<file path="src/rtl/sar_pkg.sv">
// rtl/sar_pkg.sv - shared state encoding and helpers for the SAR compare controller
package sar_pkg;

  localparam int STATE_W = 2;

  typedef enum logic [STATE_W-1:0] {
    S_IDLE = 2'd0,
    S_TRY  = 2'd1,
    S_DONE = 2'd2
  } state_t;

  // Exactly one of the three comparator flags may be high for a trustworthy compare.
  function automatic logic one_hot3(input logic a, input logic b, input logic c);
    return (a ^ b ^ c) & ~(a & b & c);
  endfunction

endpackage

</file>
<file path="src/rtl/sar_bit_ptr.sv">
// rtl/sar_bit_ptr.sv - one-hot bit pointer: MSB on load, shifts right per compare, flags bit 0
module sar_bit_ptr #(
  parameter int WIDTH = 4
) (
  input  logic             clk,
  input  logic             rst,
  input  logic             load,
  input  logic             shift,
  output logic [WIDTH-1:0] ptr,
  output logic             last
);

  localparam logic [WIDTH-1:0] MSB = {1'b1, {(WIDTH-1){1'b0}}};

  always_ff @(posedge clk) begin
    if (rst) begin
      ptr <= '0;
    end else if (load) begin
      ptr <= MSB;
    end else if (shift) begin
      ptr <= ptr >> 1;
    end
  end

  assign last = ptr[0];

endmodule

</file>
<file path="src/rtl/sar_compare_ctrl.sv">
// rtl/sar_compare_ctrl.sv - MSB-first successive-approximation search over an external comparator
// Optional SAR_EARLY_EXIT_EN: a clean equal compare finishes the search at once.
module sar_compare_ctrl
  import sar_pkg::*;
#(
  parameter int WIDTH = 4
) (
  input  logic             clk,
  input  logic             rst,
  input  logic             start,
  input  logic             cmp_eq,
  input  logic             cmp_gt,
  input  logic             cmp_lt,
  output logic [WIDTH-1:0] trial,
  output logic             busy,
  output logic             done,
  output logic [WIDTH-1:0] result,
  output logic             err
);

  localparam logic [WIDTH-1:0] MSB = {1'b1, {(WIDTH-1){1'b0}}};

  state_t           state_q, state_d;
  logic [WIDTH-1:0] ptr;
  logic             last;
  logic             accept;
  logic             in_try;
  logic             clean;
  logic             keep;
  logic             early;
  logic [WIDTH-1:0] kept;

  assign accept = (state_q == S_IDLE) && start;
  assign in_try = (state_q == S_TRY);

  sar_bit_ptr #(.WIDTH(WIDTH)) u_ptr (
    .clk   (clk),
    .rst   (rst),
    .load  (accept),
    .shift (in_try),
    .ptr   (ptr),
    .last  (last)
  );

  // A malformed compare counts as "target below trial": the bit is dropped.
  always_comb begin
    clean = one_hot3(cmp_eq, cmp_gt, cmp_lt);
    keep  = clean & (cmp_gt | cmp_eq);
    kept  = (trial & ~ptr) | (keep ? ptr : '0);
`ifdef SAR_EARLY_EXIT_EN
    early = clean & cmp_eq;
`else
    early = 1'b0;
`endif
  end

  always_comb begin
    state_d = state_q;
    case (state_q)
      S_IDLE:  if (start) state_d = S_TRY;
      S_TRY:   if (last || early) state_d = S_DONE;
      S_DONE:  state_d = S_IDLE;
      default: state_d = S_IDLE;
    endcase
  end

  always_ff @(posedge clk) begin
    if (rst) begin
      state_q <= S_IDLE;
      trial   <= '0;
      result  <= '0;
      err     <= 1'b0;
    end else begin
      state_q <= state_d;
      if (accept) begin
        trial <= MSB;
        err   <= 1'b0;
      end else if (in_try) begin
        if (!clean) err <= 1'b1;
        if (early) begin
          result <= trial;
          trial  <= '0;
        end else if (last) begin
          result <= kept;
          trial  <= '0;
        end else begin
          trial <= kept | (ptr >> 1);
        end
      end
    end
  end

  assign busy = in_try;
  assign done = (state_q == S_DONE);

endmodule

</file>
<file path="config.mk">
export PLATFORM = sky130hd
export DESIGN_NAME = sar_compare_ctrl
export DESIGN_NICKNAME = d
export VERILOG_FILES = /design/src/rtl/sar_pkg.sv /design/src/rtl/sar_bit_ptr.sv /design/src/rtl/sar_compare_ctrl.sv
export SDC_FILE = /design/constraint.sdc
export NUM_CORES = 1
export LEC_CHECK = 0
export ABC_AREA = 1
export CAP_MARGIN = 20
export CORE_AREA = 5 5 42 44
export CTS_CLUSTER_SIZE = 25
export DETAILED_ROUTE_END_ITERATION = 7
export DIE_AREA = 0 0 47 49
export DONT_BUFFER_PORTS = 1
export PLACE_DENSITY = 0.66
export SLEW_MARGIN = 15
export SYNTH_ARGS = -nofsm -noshare
export SYNTH_HDL_FRONTEND = slang
export SYNTH_SLANG_ARGS = --single-unit
</file>
<file path="constraint.sdc">
create_clock -name clk -period 1.4 [get_ports clk]
set_clock_uncertainty 0.05 [all_clocks]
set_input_delay 0.14 -clock clk [delete_from_list [all_inputs] [get_ports clk]]
set_output_delay 0.14 -clock clk [all_outputs]
set_load 0.005 [all_outputs]
</file>
### Word level (Yosys, flattened, before mapping)

Index checks and enable logic that the tools add are counted.

* bits in registers: 15
* bits of input ports: 6
* output and inout port bits: 11

* equal/unequal tests: 4
* mux-type cells: 9
* reductions and logical operators: 7
* bitwise gates (word level): 14

Operators with widths (count)
* 2-to-1 mux 4 bit: 6
* bitwise AND 1 bit: 4
* bitwise AND 4 bit: 1
* 2-to-1 mux 2 bit: 2
* inverter 4 bit: 1
* OR 4 x 3 -> 4 bit: 1
* OR 4 bit: 1
* one-hot mux 2 bit (2 select lines): 1
* AND reduction 2 bit: 2
* inverter 1 bit: 3
* AND reduction 3 bit: 1
* == test 2 x 1 -> 1 bit (second input constant): 1
* == test 2 bit (second input constant): 1
* logical NOT 2 bit: 1
* != test 2 x 1 -> 1 bit (second input constant): 1
* != test 2 bit (second input constant): 1
* nonzero test 2 bit: 1
* OR reduction 2 bit: 1
* bitwise XOR 1 bit: 2
* logical AND 1 bit: 1
* OR 1 bit: 1

### Depth between registers and ports, before layout

Gate-level depths: netlist (run 1).

* depth after elaboration: 11
* depth in mapped cells: 8

### Hierarchy

From an unflattened synthesis (run 1), not the netlist that was laid out.

* cells, all modules: 107
* area, all modules: 735.7 µm²

Modules (own cells, without submodules)
* sar_compare_ctrl: cells an instance 82, times used 1, sequential area each 220.2 µm², area each 564.3 µm²
* sar_bit_ptr: cells an instance 25, times used 1, sequential area each 80.1 µm², area each 171.4 µm²

### Worst setup path after synthesis (run 1)

Ideal clock, no wire load.

* kind: input -> register
* start: input port cmp_eq
* end: register trial[3]
* setup slack: 0.321 ns
* buffers on the path: 0
* stages: 8
* required time: 1.276 ns
* arrival: 0.955 ns
* path through: inv_1 -> ha_1 -> inv_1 -> nand2_1 -> nand3_1 -> o21ai_0 -> nand2_1 -> o21ai_0

* word-level cells in the longest chain between the ends: 11
* elaborated cells on any way between the ends: 14
* classes of those cells: mux (4); bitwise (10)

Ends and longest elaborated chain
* start: declaration: line sar_compare_ctrl.sv:11 `input logic cmp_eq,`
* bitwise AND 1 bit (2 in a row): line sar_pkg.sv:14 `return (a ^ b ^ c) & ~(a & b & c);`
* inverter 1 bit: line sar_pkg.sv:14
* bitwise AND 1 bit: line sar_pkg.sv:14
* bitwise AND 1 bit *: line sar_compare_ctrl.sv:48 `keep = clean & (cmp_gt | cmp_eq);`
* 2-to-1 mux 4 bit *: line sar_compare_ctrl.sv:49 `kept = (trial & ~ptr) | (keep ? ptr : '0);`
* OR 4 bit *: line sar_compare_ctrl.sv:49
* OR 4 x 3 -> 4 bit *: line sar_compare_ctrl.sv:87 `trial <= kept | (ptr >> 1);`
* 2-to-1 mux 4 bit *: line sar_compare_ctrl.sv:83 `end else if (last) begin`
* 2-to-1 mux 4 bit *: line sar_compare_ctrl.sv:78 `end else if (in_try) begin`
* 2-to-1 mux 4 bit *: line sar_compare_ctrl.sv:75 `if (accept) begin`
* end signal: assignment: line sar_compare_ctrl.sv:87
* end: declaration: line sar_compare_ctrl.sv:14 `output logic [WIDTH-1:0] trial,`

Mark *: on every way between the ends. The rest lies on a longest branch, timed or not. The select of a mux whose other input is x is not followed.
A chain may end at the register's enable or synchronous reset.

### Final worst setup path (run 1)

* start: register state_q[0]
* end: register result[3]

* word-level cells in the longest chain between the ends: 4
* elaborated cells on any way between the ends: 5
* classes of those cells: eq/ne (1); bitwise (1); reduce/logical (3)

Ends and longest elaborated chain
* start: declaration: line sar_compare_ctrl.sv:23 `state_t state_q, state_d;`
* start signal: assignment: line sar_compare_ctrl.sv:74 `state_q <= state_d;`
* logical NOT 2 bit: line sar_compare_ctrl.sv:33 `assign accept = (state_q == S_IDLE) && start;`
* logical AND 1 bit: line sar_compare_ctrl.sv:33
* inverter 1 bit (no source line)
* AND reduction 3 bit (no source line) *
* end signal: assignment: line sar_compare_ctrl.sv:81 `result <= trial;`
* end signal: assignment: line sar_compare_ctrl.sv:84 `result <= kept;`
* end: declaration: line sar_compare_ctrl.sv:17 `output logic [WIDTH-1:0] result,`

Mark *: on every way between the ends. The rest lies on a longest branch, timed or not.

==> run metrics, run 1 <==
status finished, final reports clean; post-route ant nets 0; CP startpoint kind flip-flop; LEAKAGE 0.338 nW; vias in the first global route 529; Die X 47 um; Clk Latency, worst-skew pair 280 ps; maxcap violations 0; Inserted Clock Buffers 3; count of final hold-check violations 0; TritonCTS Sinks 15; DRC viols 0; period utilization 81.2%; Synthesized Nets 97; simple logic cell fraction of the synthesized area 25.8%; # Post-CTS Setup Buffers 0; Critical R2R Capture result[3]$_SDFFE_PP0P_; Yosys cell types 19; Sequential Area 300 um2; Worst Hold End trial[3]$_SDFFE_PP0P_; DRT Pass-1 Iters 4; slew margin rel. 83.7%; antenna cells 0; main combinational cell family by area after synthesis simple AND/OR/NAND/NOR gates; clock slew at reported path FFs 80 ps; Synth-to-Final Area Change 9.71%; Clock Tree Root clkbuf_4; CP delay by family, top flip-flops; Synth Area in XOR/XNOR 0%; element type at the critical path end flip-flop; Nets 104; die height 49 um; pre-CTS setup slack 181 ps; total die area 2300 um2; WL/cell 11.4 um; Post-Syn Area per Cell 7.68 um2; first-pass GRT wire length 2190 um; H-tree Lvls 1; Max Clk Rate 0.879 GHz; reg2reg setup slack 260 ps; # rows 14; RR Startpoint state_q[0]$_SDFFE_PP0P_; Hold-fix buffers, CTS 2; via total after detailed routing 552; Synth Area in Compound Gates 16.7%; clock buffer depth 2; proportion of synthesized area in mux cells 0%; HP Class in -> reg; Adder-Cell Fraction of Synth Area 3.66%; WHS Path Cells 2; final wirelength 1260 um; CORE AREA 1400 um2; setup TNS 0 ps; most used cell, CP inv_1; Least-Margin Pin Slew 242 ps; crit path time final 1140 ps; Mapped Cells 89; depth of the most critical reg-to-reg path 5; Stages on worst setup path 5; CTS tree done; Slew Viols, Final 0; total gr overflow 0; largest net degree at the start of global routing 11; delay of the slowest critical-path stage 400 ps; Initial Utilization 48.7%; CP arrival 1270 ps; share of post-route cells with drive strength above 1 12.6%; DR iter-0 viols 13; gp weighted congestion 0.786; final std cells w/o fill 111; GRT Total Usage 12.8%; Peak VDD IR 0.505 mV; Final WS setup 263 ps; CP Max Fanout 10; Yosys Warn Count 0; area of the multi-input gates 315 um2; synthesized flop and latch total 15; PD cells 1030 nW/um2; fillcell total 148; CP max-delay cell dfxtp_1; io pins 17; Worst Min Path Start start; I/O Buffers 0; Setup CP Type reg -> reg; mean number of vias per cell 4.97; PostCTS Resize Cnt 0; final setup vio count 0; dpl hpwl 962 um; Seq/Total Area, Yosys 44.0%; CP Cell Sequence nand2_4 -> nor2_8 -> inv_1 -> o21bai_1 -> inv_1; initial antenna violation count 0; cell count after placement 105; unrepaired setup endpoints after global routing no; CP Data Required Time 1530 ps; mapped cell area 683 um2; worst path buffer plus inverter count 2
[cell usage in the layout, fill, tap and decap left out, types with 2 or more instances in the layout]
cell,count
nand3_1,5
nand4_1,2
ha_1,2
dlygate4sd3_1,2
inv_2,3
nor2_1,5
nand2_1,19
dfxtp_1,15
o211ai_1,2
clkbuf_4,3
inv_1,15
o21ai_0,3
a21oi_1,10
[cell families (layout without fill, tap and decap cells)]
kind of cell,count (synthesis),after routing
flip-flops,15,15
adder cells (fa/ha/maj),2,2
buffers and inverters,18,24
AND/OR/NAND/NOR,35,35
AO/OA/AOI/OAI,19,19
[worst max-delay path by stage]
stage	startpoint	end	slack, ps
final	state_q[0]$_SDFFE_PP0P_	result[3]$_SDFFE_PP0P_	260
after global routing	state_q[1]$_SDFFE_PP0P_	result[3]$_SDFFE_PP0P_	160
after CTS	state_q[0]$_SDFFE_PP0P_	busy	260
after detailed placement	cmp_gt	trial[3]$_SDFFE_PP0P_	180
after global placement	cmp_eq	trial[3]$_SDFFE_PP0P_	220
after floorplan	cmp_eq	trial[3]$_SDFFE_PP0P_	320
[synthesized netlist by cell type]
library cell  instances  area (um2)
nand2_1              19        71.3
dfxtp_1              15         300
inv_1                15        56.3
a21oi_1              10        50.1
nand3_1               5        25.0
nor2_1                5        18.8
inv_2                 3        11.3
o21ai_0               3        15.0
ha_1                  2        25.0
nand4_1               2        12.5
o211ai_1              2        15.0
a211oi_1              1        7.51
nand2_2               1        6.26
nand2_4               1        11.3
nor2_4                1        11.3
nor2_8                1        20.0
o21ai_2               1        8.76
o21ba_2               1        10.0
o21bai_1              1        7.51
[worst register-to-register path, stage by stage, from the launching register on]
cell and delay, ps:
dfxtp_1 400, nand2_4 150, nor2_8 170, inv_1 70, o21bai_1 140, inv_1 60
[flip-flops by register name, indices dropped and copies added (netlist names)]
register   count
state_q        2
err            1
result         4
trial          4
u_ptr.ptr      4
[layout make-up]
cell class	instances	share of cell area (%)
sequential	15	40.1
timing repair buffer	2	2.67
inverter	18	9.02
clock buffer	4	3.51
tap	16	2.67
multi-input combinational	56	42.1
[power by group]
group          switching [mW]  internal [mW]
Combinational          0.0526         0.0283
Sequential             0.0112          0.438
Clock                   0.129          0.111
[metrics by stage]
stage / util [%] / instance area (um2) / hold WS, ps / power, mW
floorplan: - / 683 / 159 / 0.520
global placement: 50.2 / 703 / 162 / 0.534
detailed placement: 50.2 / 703 / 165 / 0.535
CTS: 53.5 / 749 / 13.1 / 0.778
global route: 53.5 / 749 / 70.3 / 0.817
finish: 53.5 / 749 / 13.4 / 0.770
[metal layers]
| metal | wire, um | vias to the layer above | part of all wire (%) | GRT usage (%) |
|---|---|---|---|---|
| met5 | 0 | - | 0 | 0 |
| met4 | 36 | 0 | 2.9 | 8.29 |
| met3 | 102 | 5 | 8.1 | 3.69 |
| met2 | 578 | 16 | 46 | 18.1 |
| met1 | 544 | 235 | 43 | 16.3 |
| li1 | - | 296 | - | - |
(Power assumes the default switching activity.)
==> run 2: changes to the inputs <==
==> constraint.sdc (replaced) <==
create_clock -name clk -period 1.1 [get_ports clk]
set_clock_uncertainty 0.05 [all_clocks]
set_input_delay 0.11 -clock clk [delete_from_list [all_inputs] [get_ports clk]]
set_output_delay 0.11 -clock clk [all_outputs]
set_load 0.005 [all_outputs]
==> run 2 against run 1 <==
The flow now finishes with violations (setup timing). Via count increased by 9.2%. Combinational power is 68% higher. Cell area grew 14%. Wire length up 21%. First-iteration DRC count fell by 15%. Sequential share of layout area down 4.2 points. Core utilization increased by 7.3 points. Register-to-register slack got worse by 220 ps. Non-clock buffer count grew 7. Largest cell class unchanged.
==> run metrics, run 2 (synthesis gave the netlist of run 1 again) <==
status finished, violations left; failing checks setup timing; largest net degree at the start of global routing 10; Setup CP Type reg -> out; final std cells w/o fill 120; total gr overflow 0; HP Class in -> reg; LEAKAGE 0.384 nW; post-route ant nets 0; initial antenna violation count 0; io pins 17; gp weighted congestion 0.805; total die area 2300 um2; crit path time final 1100 ps; share of post-route cells with drive strength above 1 26.0%; maxcap violations 0; vias in the first global route 557; TritonCTS Sinks 15; CP Max Fanout 3; Worst Min Path Start rst; PD cells 1220 nW/um2; CP startpoint kind flip-flop; die height 49 um; worst setup path startpoint state_q[1]$_SDFFE_PP0P_; CTS tree done; mean number of vias per cell 5.03; slew margin rel. 86.6%; WL/cell 12.7 um; commonest non-fill, non-tap cell in the layout nand2_1; Die X 47 um; Int Pwr 750 uW; Clock Tree Root clkbuf_4; Inserted Clock Buffers 3; via total after detailed routing 603; Max Clk Rate 0.908 GHz; switching pwr 290 uW; count of final hold-check violations 0; Peak VDD IR 0.775 mV; unrepaired setup endpoints after global routing yes; clock power share 31.3%; RR Startpoint state_q[1]$_SDFFE_PP0P_; Reg power frac 55.6%; CP Data Required Time 940 ps; Critical R2R Capture trial[0]$_SDFFE_PP0P_; WHS Path Cells 3; Worst Hold End result[0]$_SDFFE_PP0P_; element type at the critical path end output port; clock slew at reported path FFs 90 ps; pre-CTS setup slack -85.0 ps; clock buffer depth 2; reg2reg setup slack 40 ps; final wirelength 1520 um; period utilization 100%; antenna cells 0; Synth-to-Final Area Change 24.7%; I/O Buffers 0; H-tree Lvls 1; Nets 113; Least-Margin Pin Slew 200 ps; first-pass GRT wire length 2310 um; sw frac 27.9%; dpl hpwl 1020 um; cell count after placement 109; Initial Utilization 48.7%; Regs by FF count result (4), trial (4), u_ptr.ptr (4); depth of the most critical reg-to-reg path 5; most frequent cells in the layout nand2_1 (18), inv_1 (14), dfxtp_1 (13); DRC viols 0; DR iter-0 viols 11; CP arrival 940 ps; GRT Total Usage 13.4%; Logic pwr share 13.1%; Final WS setup -0.896 ps; final setup vio count 1; DRT Pass-1 Iters 4; # rows 14; Clk Latency, worst-skew pair 300 ps; CORE AREA 1400 um2; Slew Viols, Final 0
==> run 2: routing by layer <==
| layer | up-vias | global-route usage [%] | wire (um) |
|---|---|---|---|
| li1 | 315 | - | - |
| met1 | 267 | 17.4 | 636 |
| met3 | 5 | 4.06 | 116 |
| met2 | 16 | 19.5 | 715 |
| met5 | - | 0 | 0 |
| met4 | 0 | 6.91 | 55 |
==> run 2: through the flow <==
step / instance area, um2 / power (mW) / setup TNS [ps] / util (%) / hold WS (ps)
2_1_floorplan: 683 / 0.662 / 0 / - / 129
3_3_place_gp: 733 / 0.690 / -57.0 / 52.3 / 135
3_5_place_dp: 733 / 0.692 / -143 / 52.3 / 136
4_1_cts: 785 / 1.02 / 0 / 56.0 / 14.1
5_1_grt: 852 / 1.09 / -133 / 60.8 / 56.9
6_report: 852 / 1.04 / -0.896 / 60.8 / 18.6
==> run 2: worst max-delay path, cell delays in order, from the launching register on <==
cell     delay (ps)
dfxtp_2         360
inv_4            60
buf_4           140
nor2_4           80
==> run 2: timing repair <==
action	4_1_cts	5_1_grt
gates cloned	0	2
gates resized for setup	2	8
buffers inserted	0	3
hold buffers	2	0
pin swaps	0	3
endpoints found under the setup margin	4	8
endpoints found under the hold margin	4	0
==> run 2: worst max path at each step <==
stage	endpoint	slack, ps	cells past startpoint
3_5_place_dp	trial[3]$_SDFFE_PP0P_	-90	7
2_1_floorplan	trial[3]$_SDFFE_PP0P_	50	8
3_3_place_gp	result[3]$_SDFFE_PP0P_	-60	5
6_report	done	-0.9	3
4_1_cts	busy	0.7	3
5_1_grt	result[1]$_SDFFE_PP0P_	-30	6
==> run 2: cell type report <==
cell class	instances	area [um2]
inverters	18	70.1
clock buffers	3	22.5
multi-input cells	58	357
fillers	132	549
well taps	16	20.0
repair buffers	9	72.6
flip-flops and latches	15	305
clock inverters	1	5.00
==> run 2: power groups by stage <==
stage	combinational, mW	sequential, mW	clock, mW
6_report	0.136	0.578	0.326
5_1_grt	0.154	0.581	0.358
4_1_cts	0.114	0.574	0.327
3_5_place_dp	0.106	0.586	0
3_3_place_gp	0.105	0.585	0
2_1_floorplan	0.0805	0.581	0
==> run 3: changes to the inputs <==
--- a/config.mk
+++ b/config.mk
@@ -13,6 +13,7 @@
 export DIE_AREA = 0 0 47 49
 export DONT_BUFFER_PORTS = 1
 export PLACE_DENSITY = 0.66
+export REMOVE_ABC_BUFFERS = 1
 export SLEW_MARGIN = 15
 export SYNTH_ARGS = -nofsm -noshare
 export SYNTH_HDL_FRONTEND = slang
==> results of run 3 <==
Same layout as run 2: the final DEF is identical, and so are final timing and power.
